`config.mk`:
```
export PLATFORM = sky130hd
export DESIGN_NAME = router_ctrl_fsm_flat
export DESIGN_NICKNAME = d
export VERILOG_FILES = /design/src/rtl/router_ctrl_fsm_pkg.sv /design/src/rtl/router_ctrl_fsm_if.sv /design/src/rtl/router_ctrl_fsm.sv /design/src/flat_wrapper.sv
export SDC_FILE = /design/constraint.sdc
export NUM_CORES = 1
export LEC_CHECK = 0
export CORE_AREA = 2 2 39 41
export DETAILED_ROUTE_END_ITERATION = 12
export DIE_AREA = 0 0 41 43
export GPL_TIMING_DRIVEN = 0
export HOLD_SLACK_MARGIN = 0.15
export PLACE_DENSITY = 0.69
export RECOVER_POWER = 25
export SLEW_MARGIN = 30
export SYNTH_ARGS = -nofsm -noshare
export SYNTH_HDL_FRONTEND = slang
export SYNTH_SLANG_ARGS = --single-unit
```
`constraint.sdc`:
```
create_clock -name clk -period 1.71 [get_ports clk]
set_input_delay 0.342 -clock clk [delete_from_list [all_inputs] [get_ports clk]]
set_output_delay 0.342 -clock clk [all_outputs]
set_load 0.05 [all_outputs]
```
`src/rtl/router_ctrl_fsm_pkg.sv`:
```
// Shared definitions for the router control FSM: state encoding, default sizing,
// and the Moore output decode reused by the register and synchronizer blocks.
package router_ctrl_fsm_pkg;

    localparam int NUM_PORTS_DEF = 3;
    localparam int ADDR_W_DEF    = 2;

    typedef enum logic [2:0] {
        DECODE_ADDRESS     = 3'd0,
        LOAD_FIRST_DATA    = 3'd1,
        LOAD_DATA          = 3'd2,
        FIFO_FULL_STATE    = 3'd3,
        LOAD_AFTER_FULL    = 3'd4,
        LOAD_PARITY        = 3'd5,
        CHECK_PARITY_ERROR = 3'd6,
        WAIT_TILL_EMPTY    = 3'd7
    } state_e;

    typedef struct packed {
        logic detect_add;
        logic lfd_state;
        logic ld_state;
        logic laf_state;
        logic full_state;
        logic rst_int_reg;
        logic write_enb_reg;
        logic busy;
    } ctrl_out_t;

    function automatic ctrl_out_t decode_outputs(input state_e s);
        ctrl_out_t o;
        o = '0;
        case (s)
            DECODE_ADDRESS:     o.detect_add = 1'b1;
            LOAD_FIRST_DATA: begin
                o.lfd_state = 1'b1;
                o.busy      = 1'b1;
            end
            LOAD_DATA: begin
                o.ld_state      = 1'b1;
                o.write_enb_reg = 1'b1;
            end
            FIFO_FULL_STATE: begin
                o.full_state = 1'b1;
                o.busy       = 1'b1;
            end
            LOAD_AFTER_FULL: begin
                o.laf_state     = 1'b1;
                o.write_enb_reg = 1'b1;
                o.busy          = 1'b1;
            end
            LOAD_PARITY: begin
                o.write_enb_reg = 1'b1;
                o.busy          = 1'b1;
            end
            CHECK_PARITY_ERROR: begin
                o.rst_int_reg = 1'b1;
                o.busy        = 1'b1;
            end
            WAIT_TILL_EMPTY:    o.busy = 1'b1;
            default:            o.detect_add = 1'b1;
        endcase
        return o;
    endfunction

endpackage

```
`src/rtl/router_ctrl_fsm_if.sv`:
```
// Control bus between the router FSM and its neighbours (source, register block,
// synchronizer/FIFO bank). The FSM is the slave side; everything else is master.
interface router_ctrl_fsm_if
    import router_ctrl_fsm_pkg::*;
#(
    parameter int NUM_PORTS = NUM_PORTS_DEF,
    parameter int ADDR_W    = ADDR_W_DEF
);

    logic                 pkt_valid;
    logic [ADDR_W-1:0]    data_in;
    logic                 fifo_full;
    logic [NUM_PORTS-1:0] fifo_empty;
    logic [NUM_PORTS-1:0] soft_reset;
    logic                 parity_done;
    logic                 low_pkt_valid;

    logic                 detect_add;
    logic                 lfd_state;
    logic                 ld_state;
    logic                 laf_state;
    logic                 full_state;
    logic                 rst_int_reg;
    logic                 write_enb_reg;
    logic                 busy;

    modport master (
        output pkt_valid, data_in, fifo_full, fifo_empty, soft_reset,
               parity_done, low_pkt_valid,
        input  detect_add, lfd_state, ld_state, laf_state, full_state,
               rst_int_reg, write_enb_reg, busy
    );

    modport slave (
        input  pkt_valid, data_in, fifo_full, fifo_empty, soft_reset,
               parity_done, low_pkt_valid,
        output detect_add, lfd_state, ld_state, laf_state, full_state,
               rst_int_reg, write_enb_reg, busy
    );

endinterface

```
`src/rtl/router_ctrl_fsm.sv`:
```
// Router control FSM: decodes the header address, waits for the destination FIFO,
// and sequences the load strobes and source back-pressure. Moore outputs only.
module router_ctrl_fsm
    import router_ctrl_fsm_pkg::*;
#(
    parameter int NUM_PORTS = NUM_PORTS_DEF,
    parameter int ADDR_W    = ADDR_W_DEF
)(
    input  logic clk,
    input  logic resetn,
    router_ctrl_fsm_if.slave bus
);

    state_e            state_q, state_d;
    logic [ADDR_W-1:0] addr_q, addr_d;
    logic              addr_valid;
    ctrl_out_t         outs;

    // Bounded per-port select; an out-of-range index reads as 0.
    function automatic logic sel_bit(input logic [NUM_PORTS-1:0] vec,
                                     input logic [ADDR_W-1:0]    idx);
        logic r;
        r = 1'b0;
        for (int i = 0; i < NUM_PORTS; i++) begin
            if (int'(idx) == i) r = vec[i];
        end
        return r;
    endfunction

    always_ff @(posedge clk) begin
        if (!resetn) begin
            state_q <= DECODE_ADDRESS;
            addr_q  <= '0;
        end else begin
            state_q <= state_d;
            addr_q  <= addr_d;
        end
    end

    always_comb begin
        state_d    = state_q;
        addr_d     = addr_q;
        addr_valid = bus.pkt_valid && (int'(bus.data_in) < NUM_PORTS);

        if (state_q != DECODE_ADDRESS && sel_bit(bus.soft_reset, addr_q)) begin
            state_d = DECODE_ADDRESS;
        end else begin
            case (state_q)
                DECODE_ADDRESS: begin
                    if (addr_valid) begin
                        addr_d  = bus.data_in;
                        state_d = sel_bit(bus.fifo_empty, bus.data_in) ?
                                  LOAD_FIRST_DATA : WAIT_TILL_EMPTY;
                    end
                end
                WAIT_TILL_EMPTY: begin
                    if (sel_bit(bus.fifo_empty, addr_q)) state_d = LOAD_FIRST_DATA;
                end
                LOAD_FIRST_DATA: state_d = LOAD_DATA;
                LOAD_DATA: begin
                    if (bus.fifo_full)       state_d = FIFO_FULL_STATE;
                    else if (!bus.pkt_valid) state_d = LOAD_PARITY;
                end
                FIFO_FULL_STATE: begin
                    if (!bus.fifo_full) state_d = LOAD_AFTER_FULL;
                end
                LOAD_AFTER_FULL: begin
                    if (bus.parity_done)        state_d = DECODE_ADDRESS;
                    else if (bus.low_pkt_valid) state_d = LOAD_PARITY;
                    else                        state_d = LOAD_DATA;
                end
                LOAD_PARITY: state_d = CHECK_PARITY_ERROR;
                CHECK_PARITY_ERROR: begin
                    state_d = bus.fifo_full ? FIFO_FULL_STATE : DECODE_ADDRESS;
                end
                default: state_d = DECODE_ADDRESS;
            endcase
        end
    end

    assign outs              = decode_outputs(state_q);
    assign bus.detect_add    = outs.detect_add;
    assign bus.lfd_state     = outs.lfd_state;
    assign bus.ld_state      = outs.ld_state;
    assign bus.laf_state     = outs.laf_state;
    assign bus.full_state    = outs.full_state;
    assign bus.rst_int_reg   = outs.rst_int_reg;
    assign bus.write_enb_reg = outs.write_enb_reg;
    assign bus.busy          = outs.busy;

endmodule

```
`src/flat_wrapper.sv`:
```
// flat-port wrapper written by rule: the top's interface ports become plain ports
module router_ctrl_fsm_flat import router_ctrl_fsm_pkg::*;
#(
    parameter int NUM_PORTS = NUM_PORTS_DEF,
    parameter int ADDR_W    = ADDR_W_DEF
)
  (clk, resetn, bus_pkt_valid, bus_data_in, bus_fifo_full, bus_fifo_empty, bus_soft_reset, bus_parity_done, bus_low_pkt_valid, bus_detect_add, bus_lfd_state, bus_ld_state, bus_laf_state, bus_full_state, bus_rst_int_reg, bus_write_enb_reg, bus_busy);
  router_ctrl_fsm_if #(.NUM_PORTS(NUM_PORTS), .ADDR_W(ADDR_W)) bus_i ();
  input  logic clk;
  input  logic resetn;
  input wire logic [$bits(bus_i.pkt_valid)-1:0] bus_pkt_valid;
  input wire logic [$bits(bus_i.data_in)-1:0] bus_data_in;
  input wire logic [$bits(bus_i.fifo_full)-1:0] bus_fifo_full;
  input wire logic [$bits(bus_i.fifo_empty)-1:0] bus_fifo_empty;
  input wire logic [$bits(bus_i.soft_reset)-1:0] bus_soft_reset;
  input wire logic [$bits(bus_i.parity_done)-1:0] bus_parity_done;
  input wire logic [$bits(bus_i.low_pkt_valid)-1:0] bus_low_pkt_valid;
  output wire logic [$bits(bus_i.detect_add)-1:0] bus_detect_add;
  output wire logic [$bits(bus_i.lfd_state)-1:0] bus_lfd_state;
  output wire logic [$bits(bus_i.ld_state)-1:0] bus_ld_state;
  output wire logic [$bits(bus_i.laf_state)-1:0] bus_laf_state;
  output wire logic [$bits(bus_i.full_state)-1:0] bus_full_state;
  output wire logic [$bits(bus_i.rst_int_reg)-1:0] bus_rst_int_reg;
  output wire logic [$bits(bus_i.write_enb_reg)-1:0] bus_write_enb_reg;
  output wire logic [$bits(bus_i.busy)-1:0] bus_busy;
  assign bus_i.pkt_valid = bus_pkt_valid;
  assign bus_i.data_in = bus_data_in;
  assign bus_i.fifo_full = bus_fifo_full;
  assign bus_i.fifo_empty = bus_fifo_empty;
  assign bus_i.soft_reset = bus_soft_reset;
  assign bus_i.parity_done = bus_parity_done;
  assign bus_i.low_pkt_valid = bus_low_pkt_valid;
  assign bus_detect_add = bus_i.detect_add;
  assign bus_lfd_state = bus_i.lfd_state;
  assign bus_ld_state = bus_i.ld_state;
  assign bus_laf_state = bus_i.laf_state;
  assign bus_full_state = bus_i.full_state;
  assign bus_rst_int_reg = bus_i.rst_int_reg;
  assign bus_write_enb_reg = bus_i.write_enb_reg;
  assign bus_busy = bus_i.busy;
  router_ctrl_fsm #(.NUM_PORTS(NUM_PORTS), .ADDR_W(ADDR_W)) u_core (.clk(clk), .resetn(resetn), .bus(bus_i));
endmodule
```
# Yosys cells after proc, flatten, opt, wreduce, memory -nomap -nowiden
# Index checks and enable logic that the tools add are counted.
# word_totals
reg_bits	5
inputBits	14
output_inout_bits	8
wordCells	63
# classes
n_lt_le_gt_ge	1
n_eq_ne	15
muxes	32
bitwise_logic	2
reduce_logical	11
# op_table
operator	n
3-bit 2-to-1 mux	8
3-bit case mux with 8 select lines	1
1-bit 2-to-1 mux	22
3-bit equality test (second input constant)	4
2-bit equality test (second input constant)	4
3-bit by 2-bit equality test with 1-bit output (second input constant)	2
6-bit OR reduction	1
2-bit logical NOT	2
2-bit != test (second input constant)	2
4-bit AND reduction	1
3-bit by 1-bit equality test with 1-bit output (second input constant)	1
3-bit logical NOT	1
3-bit != test (second input constant)	1
3-bit AND reduction	1
3-bit nonzero test	1
3-bit OR reduction	1
1-bit logical AND	2
2-bit < comparator (second input constant)	1
2-bit 2-to-1 mux	1
2-bit by 1-bit != test with 1-bit output (second input constant)	1
1-bit NOT	2
2-bit OR reduction	1

# Logic depth before layout (Yosys ltp)
# depth
ltp_word	10
ltp_mapped	5
mapped_depth_nobuf	4

# Least setup slack after synthesis
# OpenSTA, ideal clock, no wires.
# synth_timing
path_type	register -> output
from	register u_core.state_q[0]
to	output port bus_write_enb_reg
arrival_time_ns	2.081
required_ns	1.368
path_slack_ns	-0.713
path_stages_with_launch	4
path_buffers	1
cell_sequence	dfxtp_1 > buf_2 > or2_2 > o21ai_0
# synth_via
elab_chain_len	3
# synth_lines
element	line_no	text
start, declared	router_ctrl_fsm.sv:14	state_e state_q, state_d;
start signal, assigned	router_ctrl_fsm.sv:35	state_q <= state_d;
3-bit by 2-bit equality test with 1-bit output or 3-bit equality test (tied branches)	router_ctrl_fsm_pkg.sv:33	case (s)
3-bit OR reduction (no source line) *	n/a	
1-bit 2-to-1 mux *	router_ctrl_fsm_pkg.sv:33	
end, declared	flat_wrapper.sv:24	output wire logic [$bits(bus_i.write_enb_reg)-1:0] bus_write_enb_reg;
# Every way passes the cells marked *; elsewhere a longest branch is shown, timed or not.

# Worst setup path in the final report
# Same ends and word-level chain as after synthesis.

==> flow_metrics.py <==
metrics = {
    "status": {
        "status": "finished, final reports clean",
    },
    "placement": {
        "port-buffer-count": 21,
        "gp_congestion": 0.795,
        "placed_cells": 95,
        "hpwlAfterDp_um": 1010,
        "preCtsSetupSlack_ns": -0.419,
        "placed_area_sq_um": 697,
    },
    "cells_and_area": {
        "postLayoutCellArea_sq_um": 727,
        "fin_util_pct": 52.5,
        "final_layout_size_suffix_gt1_share_pct": 30.1,
        "syn_to_final_growth_pct": 55.8,
        "nNetsFinal": 98,
        "stdcell_count": 99,
        "n_antenna_cell": 0,
    },
    "sta": {
        "final.setup_skew_ns": 0.00438,
        "slew_headroom_pct": 78.8,
        "hold_ws_ns": 0.638,
        "slew_violations": 0,
        "setup_violations": 0,
        "rsz0062_at_grt": "false",
        "finalCriticalPeriod_ns": 1.64,
        "post-route-period-util_pct": 95.7,
        "finalWorstSetupSlack_ns": 0.0729,
        "finalSetupTns_ns": 0,
        "worst_slew_pin_slew_ns": 0.316,
        "hold_viol_final": 0,
        "clock.fmax_ghz": 0.611,
    },
    "power_and_ir_drop": {
        "power_frac_seq_pct": 16.5,
        "p_int_mw": 0.628,
        "combPwrFrac_pct": 73.6,
        "p_switching_mw": 0.728,
        "powerDensity_nw_per_um2": 1870,
        "finalPower_mw": 1.36,
        "power.share.clock_pct": 9.9,
        "leakage_nw": 0.299,
        "vdd_drop_max_uv": 1200,
        "sw_frac_of_total_pct": 53.7,
    },
    "setup_path": {
        "cp_cell_sequence": "buf_6, or2_4, o21ai_2, buf_6",
        "crit_path_end_kind": "output port",
        "cp_num_buf_inv": 2,
        "crit_family": "flip-flops",
        "rrSetupSlack_ns": 0.38,
        "critPathRequiredTime_ns": 1.37,
        "r2r-start": "u_core.state_q[1]$_SDFFE_PP0P_",
        "cp_common_cell": "buf_6",
        "cp-start-kind": "flip-flop",
        "r2r-end": "u_core.state_q[1]$_SDFFE_PP0P_",
        "critPathMaxStageDelay_ns": 0.34,
        "critical-path-slowest-cell": "dfxtp_2",
        "critPathArrivalTime_ns": 1.30,
        "reg2reg_depth": 5,
        "path_class": "flip-flop to output port",
        "critPathMaxFanout": 10,
    },
    "detailed_routing": {
        "drc": 0,
        "num_vias": 557,
        "wl_per_cell_um": 12.9,
        "ant_nets": 0,
        "drtPass1Iterations": 3,
        "viasPerCell": 5.63,
        "drt_iter0_drc": 7,
        "drt-total-wl_um": 1280,
    },
    "worst_hold_path": {
        "min_path_cells": 1,
        "whs_endpoint": "u_core.addr_q[0]$_SDFFE_PN0P_",
        "hp-class": "flip-flop to flip-flop",
        "min_from": "u_core.addr_q[0]$_SDFFE_PN0P_",
    },
    "floorplanning": {
        "core_area_sq_um": 1380,
        "die_height_um": 43,
        "initial_utilization_pct": 33.7,
        "die_x_um": 41,
        "fp-row-count": 14,
        "dieArea_sq_um": 1760,
        "ioPinCount": 22,
    },
    "logic_synthesis": {
        "synth.distinct_cells": 30,
        "synth-edff-count": 0,
        "synthTopCellsByCount": "nor2_1 (7), dfxtp_1 (5), mux2i_1 (4), nand2_1 (4)",
        "syn-num-nets": 72,
        "syn_area_sq_um": 467,
        "synth_top_cell_area_share_pct": 21.4,
        "syn_area_per_cell_sq_um": 8.05,
        "ys_async_sr_fraction_pct": 0,
        "synth_top_flop_cell": "dfxtp_1",
        "synth_most_common_cell": "nor2_1",
        "yosys_warnings": 0,
        "ys_top_cells_by_area": "dfxtp_1 (21%), mux2i_1 (8.6%), nor2_1 (5.6%), nand3b_1 (4.8%), nor3b_1 (4.8%)",
        "ys_seq_elements": 5,
        "synth_seq_area_share_pct": 21.4,
        "yosysTopAreaCell": "dfxtp_1",
        "syn_inst": 58,
    },
    "clocking": {
        "path_clk_slew_ns": 0.04,
        "cts_setup_buffers": 0,
        "cts_hold_buf": 0,
        "cts_tree": "built",
        "cts_buffers": 3,
        "ctsHtreeMaxLevel": 1,
        "cts.sinks": 5,
        "cts_root_buffer": "clkbuf_4",
        "clock_latency_ns": 0.24,
        "cts_buffer_depth": 2,
    },
    "global_route": {
        "grt_max_degree": 11,
        "grt_pass1_vias": 525,
        "grt-ovfl-total": 0,
        "grtUsageTotal_pct": 16.6,
        "grt_pass1_wl_um": 2040,
        "antenna_found_initial": 0,
    },
    "flow_run": {
        "maxCapViolCount": 0,
    },
}
-- layout by cell type (no fill, tap or decap), types with 2 or more instances in the layout --
master           instances
clkdlybuf4s50_1         13
nor2_1                   7
buf_6                    4
nand2_1                  4
mux2i_1                  4
clkbuf_4                 4
buf_2                    4
nand3b_1                 3
dfxtp_1                  3
buf_4                    2
nor3b_1                  2
o221a_2                  2
nor2b_1                  2
o311a_1                  2
o21a_1                   2
a21oi_1                  2
o21ai_1                  2
dfxtp_2                  2
-- worst max path at each step --
stage,start,end,cells past startpoint
finish,u_core.state_q[0]$_SDFFE_PP0P_,bus_write_enb_reg,4
global placement,u_core.state_q[0]$_SDFFE_PP0P_,bus_write_enb_reg,4
CTS,u_core.state_q[2]$_SDFFE_PP0P_,bus_write_enb_reg,4
detailed placement,u_core.state_q[0]$_SDFFE_PP0P_,bus_write_enb_reg,4
floorplan,u_core.state_q[1]$_SDFFE_PP0P_,bus_rst_int_reg,3
global route,u_core.state_q[1]$_SDFFE_PP0P_,bus_rst_int_reg,4
-- cell type report --
type	count	area [sq um]
Timing Repair Buffer	21	188
Inverter	1	3.75
Sequential cell	5	103
Fill cell	140	657
Tap cell	16	20.0
Clock buffer	4	26.3
Multi-Input combinational cell	49	357
Buffer	3	30.0
-- layer usage --
metal,routed length (um),global-route usage (%),up-vias
li1,-,-,274
met1,507,18.6,256
met2,619,27.5,27
met3,153,7.33,0
met4,0,4.00,0
met5,0,0,-
-- state kept, by name (all words and copies together) (netlist names) --
| signal | flops |
|---|---|
| u_core.state_q | 3 |
| u_core.addr_q | 2 |
-- cells by family after synthesis --
family	after synthesis	synth area share (%)
muxes	5	11.0
buffers and inverters	4	4.56
and+or+nand+nor	24	29.5
DFF	5	21.4
xor gates and xnor gates	1	1.88
AOI/OAI and AO/OA	19	31.6
-- power by group through the flow --
stage | registers (mW) | clock network, mW | logic (mW)
floorplan | 0.202 | 0 | 0.720
global placement | 0.218 | 0 | 0.987
detailed placement | 0.217 | 0 | 0.991
CTS | 0.222 | 0.141 | 0.996
global route | 0.231 | 0.150 | 1.08
finish | 0.224 | 0.134 | 0.999
-- timing repair --
action                     in CTS  in global routing
gates cloned                    0                  0
gates resized for setup        52                  6
setup endpoints to repair       8                  5
pin swaps                       0                  1
Note: power is estimated with default switching activity, not from simulation.
